[config.mk]
export PLATFORM = sky130hd
export DESIGN_NAME = stopwatch_ctrl_flat
export DESIGN_NICKNAME = d
export VERILOG_FILES = /design/src/rtl/stopwatch_pkg.sv /design/src/rtl/stopwatch_if.sv /design/src/rtl/stopwatch_bcd2_counter.sv /design/src/rtl/stopwatch_ctrl.sv /design/src/flat_wrapper.sv
export SDC_FILE = /design/constraint.sdc
export NUM_CORES = 1
export LEC_CHECK = 0
export CAP_MARGIN = 20
export CORE_ASPECT_RATIO = 2
export CORE_MARGIN = 8
export CORE_UTILIZATION = 40
export DETAILED_ROUTE_END_ITERATION = 8
export HOLD_SLACK_MARGIN = 0.02
export SLEW_MARGIN = 20
export SYNTH_ARGS = -nofsm -noshare
export SYNTH_HDL_FRONTEND = slang
export SYNTH_SLANG_ARGS = --single-unit
[constraint.sdc]
create_clock -name clk -period 2.2 [get_ports clk]
set_clock_uncertainty 0.2 [all_clocks]
set_input_delay 0.66 -clock clk [delete_from_list [all_inputs] [get_ports clk]]
set_output_delay 0.66 -clock clk [all_outputs]
set_load 0.01 [all_outputs]
[src/rtl/stopwatch_pkg.sv]
// stopwatch_pkg: shared types and constants for the stopwatch controller
//   state_t   : controller state encoding (IDLE, RUN, PAUSE, LAP)
//   bcd2_t    : two packed BCD digits {tens, ones}
//   DIGIT_MAX : highest value a BCD digit reaches before it rolls over
package stopwatch_pkg;

    typedef enum logic [1:0] {
        IDLE  = 2'd0,
        RUN   = 2'd1,
        PAUSE = 2'd2,
        LAP   = 2'd3
    } state_t;

    localparam logic [3:0] DIGIT_MAX = 4'd9;

    typedef struct packed {
        logic [3:0] tens;
        logic [3:0] ones;
    } bcd2_t;

endpackage

[src/rtl/stopwatch_if.sv]
// stopwatch_if: button pulses in, display digits and status out
//   start_stop, clear, lap : single-cycle button pulses
//   ones, tens             : displayed BCD digits
//   running, lap_active    : status flags
//   wrap                   : one-cycle pulse when the count rolls 99 -> 00
//   master = button/display side, slave = controller
interface stopwatch_if;

    logic       start_stop;
    logic       clear;
    logic       lap;
    logic [3:0] ones;
    logic [3:0] tens;
    logic       running;
    logic       lap_active;
    logic       wrap;

    modport master (
        output start_stop, clear, lap,
        input  ones, tens, running, lap_active, wrap
    );

    modport slave (
        input  start_stop, clear, lap,
        output ones, tens, running, lap_active, wrap
    );

endinterface

[src/rtl/stopwatch_bcd2_counter.sv]
// bcd2_counter: reusable 00-99 counter holding each digit as its own BCD nibble
//   clk, reset : clock and synchronous active-high reset
//   clr        : synchronous clear to 00, wins over en
//   en         : advance by one
//   value      : current {tens, ones}
//   wrap       : registered pulse aligned with the 00 that follows 99
module bcd2_counter
    import stopwatch_pkg::*;
(
    input  logic  clk,
    input  logic  reset,
    input  logic  clr,
    input  logic  en,
    output bcd2_t value,
    output logic  wrap
);

    logic ones_max;
    logic tens_max;

    assign ones_max = value.ones == DIGIT_MAX;
    assign tens_max = value.tens == DIGIT_MAX;

    always_ff @(posedge clk) begin
        if (reset || clr) begin
            value <= '0;
            wrap  <= 1'b0;
        end else begin
            wrap <= en && ones_max && tens_max;
            if (en) begin
                value.ones <= ones_max ? 4'd0 : value.ones + 4'd1;
                if (ones_max)
                    value.tens <= tens_max ? 4'd0 : value.tens + 4'd1;
            end
        end
    end

endmodule

[src/rtl/stopwatch_ctrl.sv]
// stopwatch_ctrl: run/pause/lap/clear controller around a 00-99 BCD count
//   clk, reset : clock and synchronous active-high reset
//   bus        : button pulses in; digits, running, lap_active, wrap out
//   TICK_DIV   : clk cycles per count increment (>= 2)
module stopwatch_ctrl
    import stopwatch_pkg::*;
#(
    parameter int TICK_DIV = 50_000_000
)(
    input logic        clk,
    input logic        reset,
    stopwatch_if.slave bus
);

    localparam int PW = $clog2(TICK_DIV);

    localparam logic [1:0] S_IDLE  = IDLE;
    localparam logic [1:0] S_RUN   = RUN;
    localparam logic [1:0] S_PAUSE = PAUSE;
    localparam logic [1:0] S_LAP   = LAP;

    logic [1:0]    state;
    logic [1:0]    state_nx;
    logic [PW-1:0] pre;
    bcd2_t         count;
    bcd2_t         lap_q;
    logic          active;
    logic          tick;
    logic          cnt_wrap;

    assign active = state == S_RUN || state == S_LAP;
    assign tick   = active && pre == PW'(TICK_DIV - 1);

    // start_stop always lands in PAUSE from a counting state and in RUN otherwise
    always_comb begin
        state_nx = bus.clear                       ? S_IDLE :
                   bus.start_stop                  ? (active ? S_PAUSE : S_RUN) :
                   bus.lap && state == S_RUN       ? S_LAP :
                   bus.lap && state == S_LAP       ? S_RUN :
                                                     state;
    end

    always_ff @(posedge clk) begin
        if (reset) begin
            state <= S_IDLE;
            pre   <= '0;
            lap_q <= '0;
        end else begin
            state <= state_nx;
            // prescaler freezes on the edge that leaves a counting state, but a tick still reloads it
            if (bus.clear || tick)
                pre <= '0;
            else if (active && !bus.start_stop)
                pre <= pre + 1'b1;
            // latch the pre-increment count; start_stop and clear outrank lap
            if (state == S_RUN && bus.lap && !bus.start_stop && !bus.clear)
                lap_q <= count;
        end
    end

    bcd2_counter u_count (
        .clk   (clk),
        .reset (reset),
        .clr   (bus.clear),
        .en    (tick),
        .value (count),
        .wrap  (cnt_wrap)
    );

    assign bus.ones       = state == S_LAP ? lap_q.ones : count.ones;
    assign bus.tens       = state == S_LAP ? lap_q.tens : count.tens;
    assign bus.running    = active;
    assign bus.lap_active = state == S_LAP;
    assign bus.wrap       = cnt_wrap;

endmodule

[src/flat_wrapper.sv]
// flat-port wrapper written by rule: the top's interface ports become plain ports
module stopwatch_ctrl_flat import stopwatch_pkg::*;
#(
    parameter int TICK_DIV = 50_000_000
)
  (clk, reset, bus_start_stop, bus_clear, bus_lap, bus_ones, bus_tens, bus_running, bus_lap_active, bus_wrap);
  stopwatch_if bus_i ();
  input logic clk;
  input logic reset;
  input wire logic [$bits(bus_i.start_stop)-1:0] bus_start_stop;
  input wire logic [$bits(bus_i.clear)-1:0] bus_clear;
  input wire logic [$bits(bus_i.lap)-1:0] bus_lap;
  output wire logic [$bits(bus_i.ones)-1:0] bus_ones;
  output wire logic [$bits(bus_i.tens)-1:0] bus_tens;
  output wire logic [$bits(bus_i.running)-1:0] bus_running;
  output wire logic [$bits(bus_i.lap_active)-1:0] bus_lap_active;
  output wire logic [$bits(bus_i.wrap)-1:0] bus_wrap;
  assign bus_i.start_stop = bus_start_stop;
  assign bus_i.clear = bus_clear;
  assign bus_i.lap = bus_lap;
  assign bus_ones = bus_i.ones;
  assign bus_tens = bus_i.tens;
  assign bus_running = bus_i.running;
  assign bus_lap_active = bus_i.lap_active;
  assign bus_wrap = bus_i.wrap;
  stopwatch_ctrl #(.TICK_DIV(TICK_DIV)) u_core (.clk(clk), .reset(reset), .bus(bus_i));
endmodule
Word-level counts from Yosys, hierarchy flattened:

Index checks and enable logic that the tools add are counted.

* flip-flop bits (word level): 45
* latch bits: 0
* memory bits (writable): 0
* ROM bits: 0
* input port bits: 5
* output and inout bits: 11
* word-level logic and storage cells: 40
* memories: 0

* add/sub/neg operators: 3
* multipliers: 0
* div/mod/pow operators: 0
* magnitude comparators: 0
* eq/ne operators: 5
* shift operators: 0
* mux-type cells: 8
* bitwise operators: 0
* reduce and logical (&&, ||, !) cells: 17

Operator list (count)
* adder 26 x 1 -> 26 bit (second input constant): 1
* equality test 26 bit (second input constant): 1
* 2-to-1 mux 4 bit: 4
* adder 4 x 1 -> 4 bit (second input constant): 2
* equality test 4 bit (second input constant): 2
* logical AND 1 bit: 8
* 2-to-1 mux 2 bit: 4
* OR reduction 2 bit: 2
* logical OR 1 bit: 3
* nonzero test 3 bit: 1
* equality test 2 x 1 -> 1 bit (second input constant): 1
* equality test 2 bit (second input constant): 1
* zero test 1 bit: 2
* AND reduction 2 bit: 1

Depth between registers and ports, before layout:

Gate-level depths: netlist (run 1).

* word-level depth: 5
* depth in mapped cells: 8
* mapped depth without buffers: 6

Modules after synthesis:

A second synthesis (run 1) with hierarchy kept.

* cell total of the unflattened synthesis: 252
* area, all modules: 2278.4 µm²

By module, submodules not included
* stopwatch_ctrl: times used 1, cells each 203, area an instance 1825.5 µm², sequential area each 720.7 µm²
* bcd2_counter: times used 1, cells each 49, area an instance 452.9 µm², sequential area each 180.2 µm²

Worst setup path after synthesis (run 1):

No wires, ideal clock.

* path kind: input -> register
* start: in bus_start_stop
* end: reg u_core.pre[25]
* library setup time: 0.115 ns
* data arrival time: 1.821 ns
* data required time: 1.885 ns
* setup slack: 0.064 ns
* cell stages on the path: 6
* path buffers: 1
* cell sequence: and4b_1 > clkbuf_1 > nand4_2 > nor4_1 > xnor2_1 > nor2_1

* word-level cells in the longest chain between the ends: 2

RTL lines
* start: declaration: line flat_wrapper.sv:10 `input wire logic [$bits(bus_i.start_stop)-1:0] bus_start_stop;`
* zero test 1 bit: line stopwatch_ctrl.sv:53 `else if (active && !bus.start_stop)`
* logical AND 1 bit: line stopwatch_ctrl.sv:53
* end signal: assignment: line stopwatch_ctrl.sv:54 `pre <= pre + 1'b1;`
* end: declaration: line stopwatch_ctrl.sv:24 `logic [PW-1:0] pre;`

No other way between the ends.
A chain may end at the register's enable or synchronous reset.

Worst setup path after layout (run 1):

* start: reg u_core.state[0]
* end: out bus_tens[3]

* word-level cells in the longest chain between the ends: 2

RTL lines
* start: declaration: line stopwatch_ctrl.sv:22 `logic [1:0] state;`
* start signal: assignment: line stopwatch_ctrl.sv:49 `state <= state_nx;`
* equality test 2 bit: line stopwatch_ctrl.sv:71 `assign bus.tens = state == S_LAP ? lap_q.tens : count.tens;`
* 2-to-1 mux 4 bit: line stopwatch_ctrl.sv:71
* end: declaration: line flat_wrapper.sv:14 `output wire logic [$bits(bus_i.tens)-1:0] bus_tens;`

No other way between the ends.

==> results of run 1 <==
## how the worst min path moves through the flow
stage,from,end,slack (ns),cells after the start
final,u_core.lap_q[1],u_core.lap_q[1],0.29,2
after global placement,u_core.lap_q[6],u_core.lap_q[6],0.27,2
after global routing,u_core.lap_q[2],u_core.lap_q[2],0.31,2
after detailed placement,u_core.lap_q[1],u_core.lap_q[1],0.28,2
after CTS,u_core.lap_q[1],u_core.lap_q[1],0.30,2
after floorplan,u_core.lap_q[0],u_core.lap_q[0],0.26,2
## power breakdown
| part | internal [mW] | switching, mW | total (mW) |
|---|---|---|---|
| Clock | 0.567 | 0.290 | 0.857 |
| Combinational | 0.0229 | 0.0258 | 0.0488 |
| Sequential | 0.816 | 0.00111 | 0.818 |
## cell usage in the layout, fill, tap and decap left out, types with 4 or more instances in the layout
master	n
xor2_1	16
clkbuf_16	5
buf_4	28
a21oi_1	5
xnor2_1	14
nand3_1	13
nor4_1	5
nor2b_1	4
buf_2	8
mux2_2	8
mux2i_1	10
nand4_1	14
clkdlybuf4s50_1	4
nand2_1	14
nor4_2	5
nor2_1	42
dfxtp_1	45
and2_1	5
## registers in the layout, summed over array words and instances, names as in the netlist
signal,count
u_core.pre,26
u_core.lap_q,8
u_core.state,2
u_core.u_count.value,8
u_core.u_count.wrap,1
## worst reg2reg max path, delay by kind of cell, from the launching register on
family | cells | cell delay [ns]
simple gates | 4 | 1.42
flops | 1 | 0.35
compound gates | 1 | 0.11
## kinds of logic after synthesis
| kind of cell | count (synthesis) | synth area share |
|---|---|---|
| xor gates and xnor gates | 30 | 0.116 |
| and+or+nand+nor | 133 | 0.329 |
| AOI/OAI and AO/OA | 9 | 0.0237 |
| DFF | 45 | 0.397 |
| adders and majority gates | 1 | 0.00551 |
| buffers and inverters | 16 | 0.0452 |
| muxes | 18 | 0.0838 |
## routing by layer
| layer | global-route usage | vias up | wire, um |
|---|---|---|---|
| li1 | - | 950 | - |
| met1 | 0.140 | 890 | 2320 |
| met2 | 0.199 | 21 | 2500 |
| met3 | 0.0218 | 7 | 108 |
| met4 | 0.0581 | 0 | 93 |
| met5 | 0 | - | 0 |
## what timing repair did
item / CTS / global route
endpoints found under the setup margin: 22 / 21
gates resized for setup: 44 / 3
pin swaps: 3 / 3
## per-stage QoR
stage	setup WS (ns)	util	TNS (ns)	power, mW	hold WS (ns)
3_5_place_dp	-0.388	0.470	-6.54	0.885	0.285
5_1_grt	-0.0179	0.506	-0.0179	1.78	0.313
4_1_cts	-0.0297	0.503	-0.0807	1.75	0.299
2_1_floorplan	0.0642	-	0	0.864	0.256
3_3_place_gp	-0.383	0.470	-6.29	0.885	0.270
6_report	0.0479	0.506	0	1.72	0.289
## area by class of cell
cell class,count,area [um^2]
fillers,533,2770
multi-input cells,191,1330
flip-flops and latches,45,901
repair buffers,45,355
clock buffers,7,143
well taps,61,76.3
clock inverters,1,30.0
inverters,2,7.51
==> metrics.txt, run 1 <==
Final nets around 300; CP max stage delay between 0.3 and 0.4 ns; DRC viols 0; Clock Tree Buf Depth 2; WP depth 4; WL per Instance 14.3 um; Mapped Avg Cell Area 9.00 um^2; clk sinks 45; DRT Pass-1 Iters 4; number of synthesized flops with an enable pin 0; critical path arrival 1.29 ns; largest net degree at the start of global routing 26; I/O pin total 16; crit share post-route 0.978; Final Hold Vio Count 0; Power Density 607 nW/um^2; remaining antenna violation count after routing 0; critical path startpoint u_core.state[0]; CP bufs+invs 2; share of cells above drive strength 1 0.247; cts bufs inserted 5; DP Area between 2000 and 3000 um^2; cell count after synthesis 252; Startpoint Class flop; fin cells 352; top cells by count, synth dfxtp_1, nor2_1, xor2_1; CP Class flop to primary output; Hold Path Class flop to flop; Slew @ Worst Pin 0.499 ns; synthesized flop and latch total 45; max-cap violations 0; DR iter-0 viols 128; vias per cell 5.31; Die Span X 69.3 um; hold-fix buffers at CTS 0; outcome complete, no violations; root buf cell clkbuf_16; Crit path required time 1.34 ns; r2r endpoint u_core.u_count.value[5]; Rows 39; ANT cells 0; Main synth FF type dfxtp_1; slowest stage cell, crit path mux2_2; number of port buffers 15; VDD IR-drop max 0.000483 V; first-pass GRT wire length 8340 um; worst r2r src u_core.pre[9]; placed cells 344; Tot GR Track Use 0.118; Top delay family on crit path multiplexers; CP max FO 6; synth warn 0; Layout area overhead 25.2%; Critical Path End bus_tens[3]; Via Count 1868; Relative slew margins 0.666; ys async rst share 0; Core ar. 5610 um^2; dpl hpwl roughly 3700 um; post-synthesis sequential area ratio 0.397; antenna violations before repair 0; CP Cell Sequence nand2_2, buf_6, mux2_2, buf_2; Starting Density 0.404; Synth area leader dfxtp_1; min cycle time layout 2.15 ns; routability cong. 0.817; Synth top area share 0.397; Routed WL ~5000 um; number of H-tree levels 2; clock latency on the worst-skew pair around 0.28 ns; synthesized area approximately 2300 um^2; Max Transition Viols Final 0; global route overflow 0; Die Y around 120 um; fmax approximately 460 MHz; clk slew on worst S/H paths 0.06 ns; Cell variety after synth 41; CTS tree done; die footprint around 8500 um^2; crit end category primary output; R2R setup slack 0.06 ns; vias in the first global route 1834; post-CTS setup buffers 0; Setup Viol. Count Final 0; Area contributors post-synth dfxtp_1, nor2_1, xor2_1; Final Instance Area 2840 um^2; most frequent cell after synthesis dfxtp_1; Leak between 1 and 1.5 nW; syn nets 258; Reg2Reg Depth 5
No activity file was read; power rests on OpenSTA's default activity.
==> inputs of run 2 (changes only) <==
==> constraint.sdc (replaced) <==
create_clock -name clk -period 2.58 [get_ports clk]
set_clock_uncertainty 0.2 [all_clocks]
set_input_delay 0.774 -clock clk [delete_from_list [all_inputs] [get_ports clk]]
set_output_delay 0.774 -clock clk [all_outputs]
set_load 0.01 [all_outputs]
==> run 2 against run 1 <==
Sequential share of layout area increased by 1.4 points; register-to-register slack improved by 0.33 ns; via count down 3.3%; routed wire length is the same; clock power is 13% lower; sequential cell count stayed put; die area unchanged; non-clock buffer count fell by 15; total power is 14% lower; global-route usage is 0.24 points higher; combinational power down 20%; largest cell class unchanged; largest power group unchanged; highest routed layer unchanged.
==> metrics.txt, run 2 (synthesis gave the netlist of run 1 again) <==
cts bufs inserted 5; remaining antenna violation count after routing 0; critical path startpoint bus_start_stop; vias per cell about 5.3; Tot GR Track Use 0.121; Clock power frac 0.501; Max Transition Viols Final 0; CP Class input pin to flop; Internal Power around 1.2 mW; VDD IR-drop max 0.000551 V; Psw 0.281 mW; routability cong. slightly above 0.8; clk slew on worst S/H paths 0.06 ns; WP depth 7; Via Count 1806; share of cells above drive strength 1 0.162; Sequential Power Share 0.472; Hold Path Class flop to flop; worst r2r src u_core.pre[8]; Die Span X 69.3 um; antenna violations before repair 0; die footprint roughly 8500 um^2; CP bufs+invs 2; ANT cells 0; Layout area overhead 20.2%; register area 903 um^2; fillcell total 528; Final Hold Vio Count 0; Slew @ Worst Pin 0.440 ns; number of H-tree levels 2; WL per Instance 14.9 um; number of port buffers 15; DP Area 2520 um^2; Largest register FFs 26; CTS tree done; R2R setup slack 0.39 ns; critical path arrival about 2.4 ns; Largest Register u_core.pre; Core ar. 5610 um^2; Final nets 282; I/O pin total 16; Top delay family on crit path simple AND/OR/NAND/NOR gates; Clock Tree Buf Depth 2; Relative slew margins 0.704; Final Util 0.486; outcome complete, no violations; Power Density 542 nW/um^2; Starting Density 0.404; clk sinks 45; min cycle time layout 2.42 ns; r2r endpoint u_core.pre[14]; crit share post-route 0.939; most common cell after layout, fill and taps aside dfxtp_1; first-pass GRT wire length 8560 um; worst hold stages 2; crit end category flop; Startpoint Class input pin; global route overflow 0; most frequent cells in the layout dfxtp_1, nor2_1, xor2_1; DR iter-0 viols between 100 and 150; hold slack 0.290 ns; top flop regs u_core.pre: 26 flops, u_core.lap_q: 8 flops, u_core.u_count.value: 8 flops; CP max FO 4; CP Cell Sequence clkdlybuf4s50_1, and4b_1, buf_4, nand4_1, nor4_1, xnor2_1, nor2_1; Leak 1.08 nW; Net Sw Frac 0.190; Crit path required time roughly 2.6 ns; Routed WL ~5000 um; Hold Startpoint u_core.lap_q[3]; dpl hpwl 3490 um; root buf cell clkbuf_16; combinational share of power 0.026; Rows 39; Die Y 123 um; slowest stage cell, crit path clkdlybuf4s50_1; hold-fix buffers at CTS 0; DRT Pass-1 Iters 4; Reg2Reg Depth 6; Critical Path End u_core.pre[18]; Setup Viol. Count Final 0; max-cap violations 0; post-CTS setup buffers 0; multi-input logic area 1280 um^2; RSZ-0062 raised after global routing no; clock latency on the worst-skew pair 0.28 ns; vias in the first global route 1830; fmax 413 MHz; Final Instance Area between 2000 and 3000 um^2; CP max stage delay approximately 0.42 ns; DRC viols 0; largest net degree at the start of global routing 26
[run 2: routing by layer]
layer / GRT usage / up-vias / share of wire
met5: 0 / - / 0
met4: 0.0503 / 0 / 0.016
met3: 0.0283 / 7 / 0.027
met2: 0.197 / 29 / 0.49
met1: 0.148 / 845 / 0.47
li1: - / 925 / -
[run 2: final cells by class]
class | count | area share
multi-input cells | 192 | 0.469
flip-flops and latches | 45 | 0.331
repair buffers | 30 | 0.106
clock buffers | 7 | 0.0523
well taps | 61 | 0.0280
clock inverters | 1 | 0.0110
inverters | 2 | 0.00275
[run 2: power by group through the flow]
stage / sequential, mW / combinational, mW / clock (mW)
finish: 0.699 / 0.0388 / 0.742
detailed placement: 0.712 / 0.0395 / 0
global route: 0.698 / 0.0437 / 0.787
global placement: 0.712 / 0.0389 / 0
floorplan: 0.712 / 0.0244 / 0
CTS: 0.698 / 0.0396 / 0.760
[run 2: how the worst min path moves through the flow]
stage / to
6_report: u_core.lap_q[3]
5_1_grt: u_core.lap_q[7]
3_5_place_dp: u_core.lap_q[4]
4_1_cts: u_core.lap_q[4]
3_3_place_gp: u_core.lap_q[5]
2_1_floorplan: u_core.lap_q[0]
[run 2: through the flow]
step / instances / setup WS, ns / power (mW) / TNS (ns)
2_1_floorplan: 252 / 0.330 / 0.737 / 0
3_3_place_gp: 329 / -0.140 / 0.751 / -0.491
3_5_place_dp: 329 / -0.117 / 0.752 / -0.453
4_1_cts: 338 / 0.00218 / 1.50 / 0
5_1_grt: 338 / 0.0453 / 1.53 / 0
6_report: 338 / 0.158 / 1.48 / 0
[run 2: what timing repair did]
item | in CTS | in global routing
endpoints found under the setup margin | 8 | 6
pin swaps | 1 | 0
gates cloned | 1 | 0
resized for setup | 6 | 6
[run 2: worst min-delay path, stage by stage (launching register included)]
cell	delay, ns
dfxtp_1	0.32
mux2i_1	0.06
nor2_1	0.07
==> inputs of run 3 (changes only) <==
==> constraint.sdc (replaced) <==
create_clock -name clk -period 2.58 [get_ports clk]
set_clock_uncertainty 0.2 [all_clocks]
set_input_delay 0.774 -clock clk [delete_from_list [all_inputs] [get_ports clk]]
set_output_delay 0.774 -clock clk [all_outputs]
set_load 0.005 [all_outputs]
==> run 3 against run 2 <==
Sequential share of layout area up 0.15 points; count of clock-buffer cells in the layout did not move; total power barely moved; largest power group unchanged; highest routed layer unchanged.
==> metrics.txt, run 3 (synthesis gave the netlist of run 1 again) <==
CP bufs+invs 1; CTS tree done; CP max FO 5; hold-fix buffers at CTS 0; die footprint 8480 um^2; dpl hpwl roughly 3500 um; CP max stage delay approximately 0.45 ns; Setup Viol. Count Final 0; crit end category primary output; critical path arrival 1.56 ns; RSZ-0062 raised after global routing no; DP Area 2520 um^2; clk sinks 45; I/O pin total 16; remaining antenna violation count after routing 0; min cycle time layout approximately 2.5 ns; Via Count about 1800; WL per Instance 14.6 um; most common cell after layout, fill and taps aside dfxtp_1; clock latency on the worst-skew pair 0.28 ns; Clock Tree Buf Depth 2; CP Cell Sequence nand2_4, mux2_2, clkdlybuf4s50_1; outcome complete, no violations; Final Instance Area 2710 um^2; Relative slew margins 0.704; top flop regs u_core.pre: 26 flops, u_core.lap_q: 8 flops, u_core.u_count.value: 8 flops; Layout area overhead 19.6%; Max Transition Viols Final 0; Starting Density 0.404; global route overflow 0; Hold Path Class flop to flop; DR top layer met4; most frequent cells in the layout dfxtp_1, nor2_1, xor2_1; max-cap violations 0; Rows 39; number of H-tree levels 2; crit share post-route 0.983; DR iter-0 viols 119; Die Span X roughly 69 um; hold slack 0.290 ns; Startpoint Class flop; Slew @ Worst Pin 0.441 ns; final worst setup slack 0.0448 ns; vias per cell 5.32; Final nets 282; share of cells above drive strength 1 0.162; number of port buffers 15; root buf cell clkbuf_16; clk slew on worst S/H paths roughly 0.060 ns; CP Class flop to primary output; Leak ~0.96 nW; Top delay family on crit path buffers and inverters; total power roughly 1.5 mW; fmax 394 MHz; Routed WL 4950 um; DRC viols 0; Final Hold Vio Count 0; Crit path required time 1.61 ns; first-pass GRT wire length 8410 um; largest net degree at the start of global routing 26; post-CTS setup buffers 0; slowest stage cell, crit path clkdlybuf4s50_1; ANT cells 0; Largest Register u_core.pre; routability cong. 0.821; Fin Setup TNS 0 ns; DRT Pass-1 Iters 4; Die Y approximately 120 um; Tot GR Track Use 0.118; cts bufs inserted 5; met2 WL between 2000 and 2500 um; vias in the first global route 1814; VDD IR-drop max 0.000552 V; Core ar. about 5600 um^2; wire length on met3 146 um; WL met1 2320 um; Largest register FFs 26; pre-CTS WS -0.117 ns; antenna violations before repair 0; Power Density 545 nW/um^2
## run 3: tightest hold or removal path: stages, from the launching register on
cell     delay, ns
dfxtp_1       0.32
mux2i_1       0.06
nor2_1        0.07
## run 3: power breakdown
group          switching [mW]  internal [mW]  total, mW
Clock                   0.258          0.484      0.741
Combinational          0.0207         0.0179     0.0386
Sequential            0.00236          0.696      0.699
## run 3: stage by stage
stage / instances / util
after global routing: 338 / 0.484
final: 338 / 0.484
after detailed placement: 329 / 0.450
after global placement: 329 / 0.450
after CTS: 337 / 0.482
after floorplan: 252 / -
## run 3: what timing repair did
| item | in CTS | in global routing |
|---|---|---|
| resized for setup | 2 | 2 |
| pin swaps | 1 | 1 |
| cloned | 0 | 1 |
| setup endpoints to repair | 8 | 8 |
## run 3: area by class of cell
class / count / area (um^2)
clock buffer: 7 / 143
timing repair buffer: 30 / 275
inverter: 2 / 7.51
tap: 61 / 76.3
clock inverter: 1 / 30.0
multi-input combinational: 192 / 1280
sequential: 45 / 903
fill: 531 / 2900
## run 3: path summary, 6_finish.rpt
kind                   startpoint         endpoint  slack (ns)  depth (start not counted)
setup / recovery  u_core.state[1]      bus_ones[0]        0.04                          3
hold / removal    u_core.lap_q[3]  u_core.lap_q[3]        0.29                          2
setup reg to reg    u_core.pre[8]   u_core.pre[14]        0.39                          6
hold reg to reg   u_core.lap_q[3]  u_core.lap_q[3]        0.29                          2
## run 3: metal layers
layer	vias up	track usage
met5	-	0
met2	24	0.196
li1	926	-
met3	7	0.0283
met4	0	0.0503
met1	841	0.142
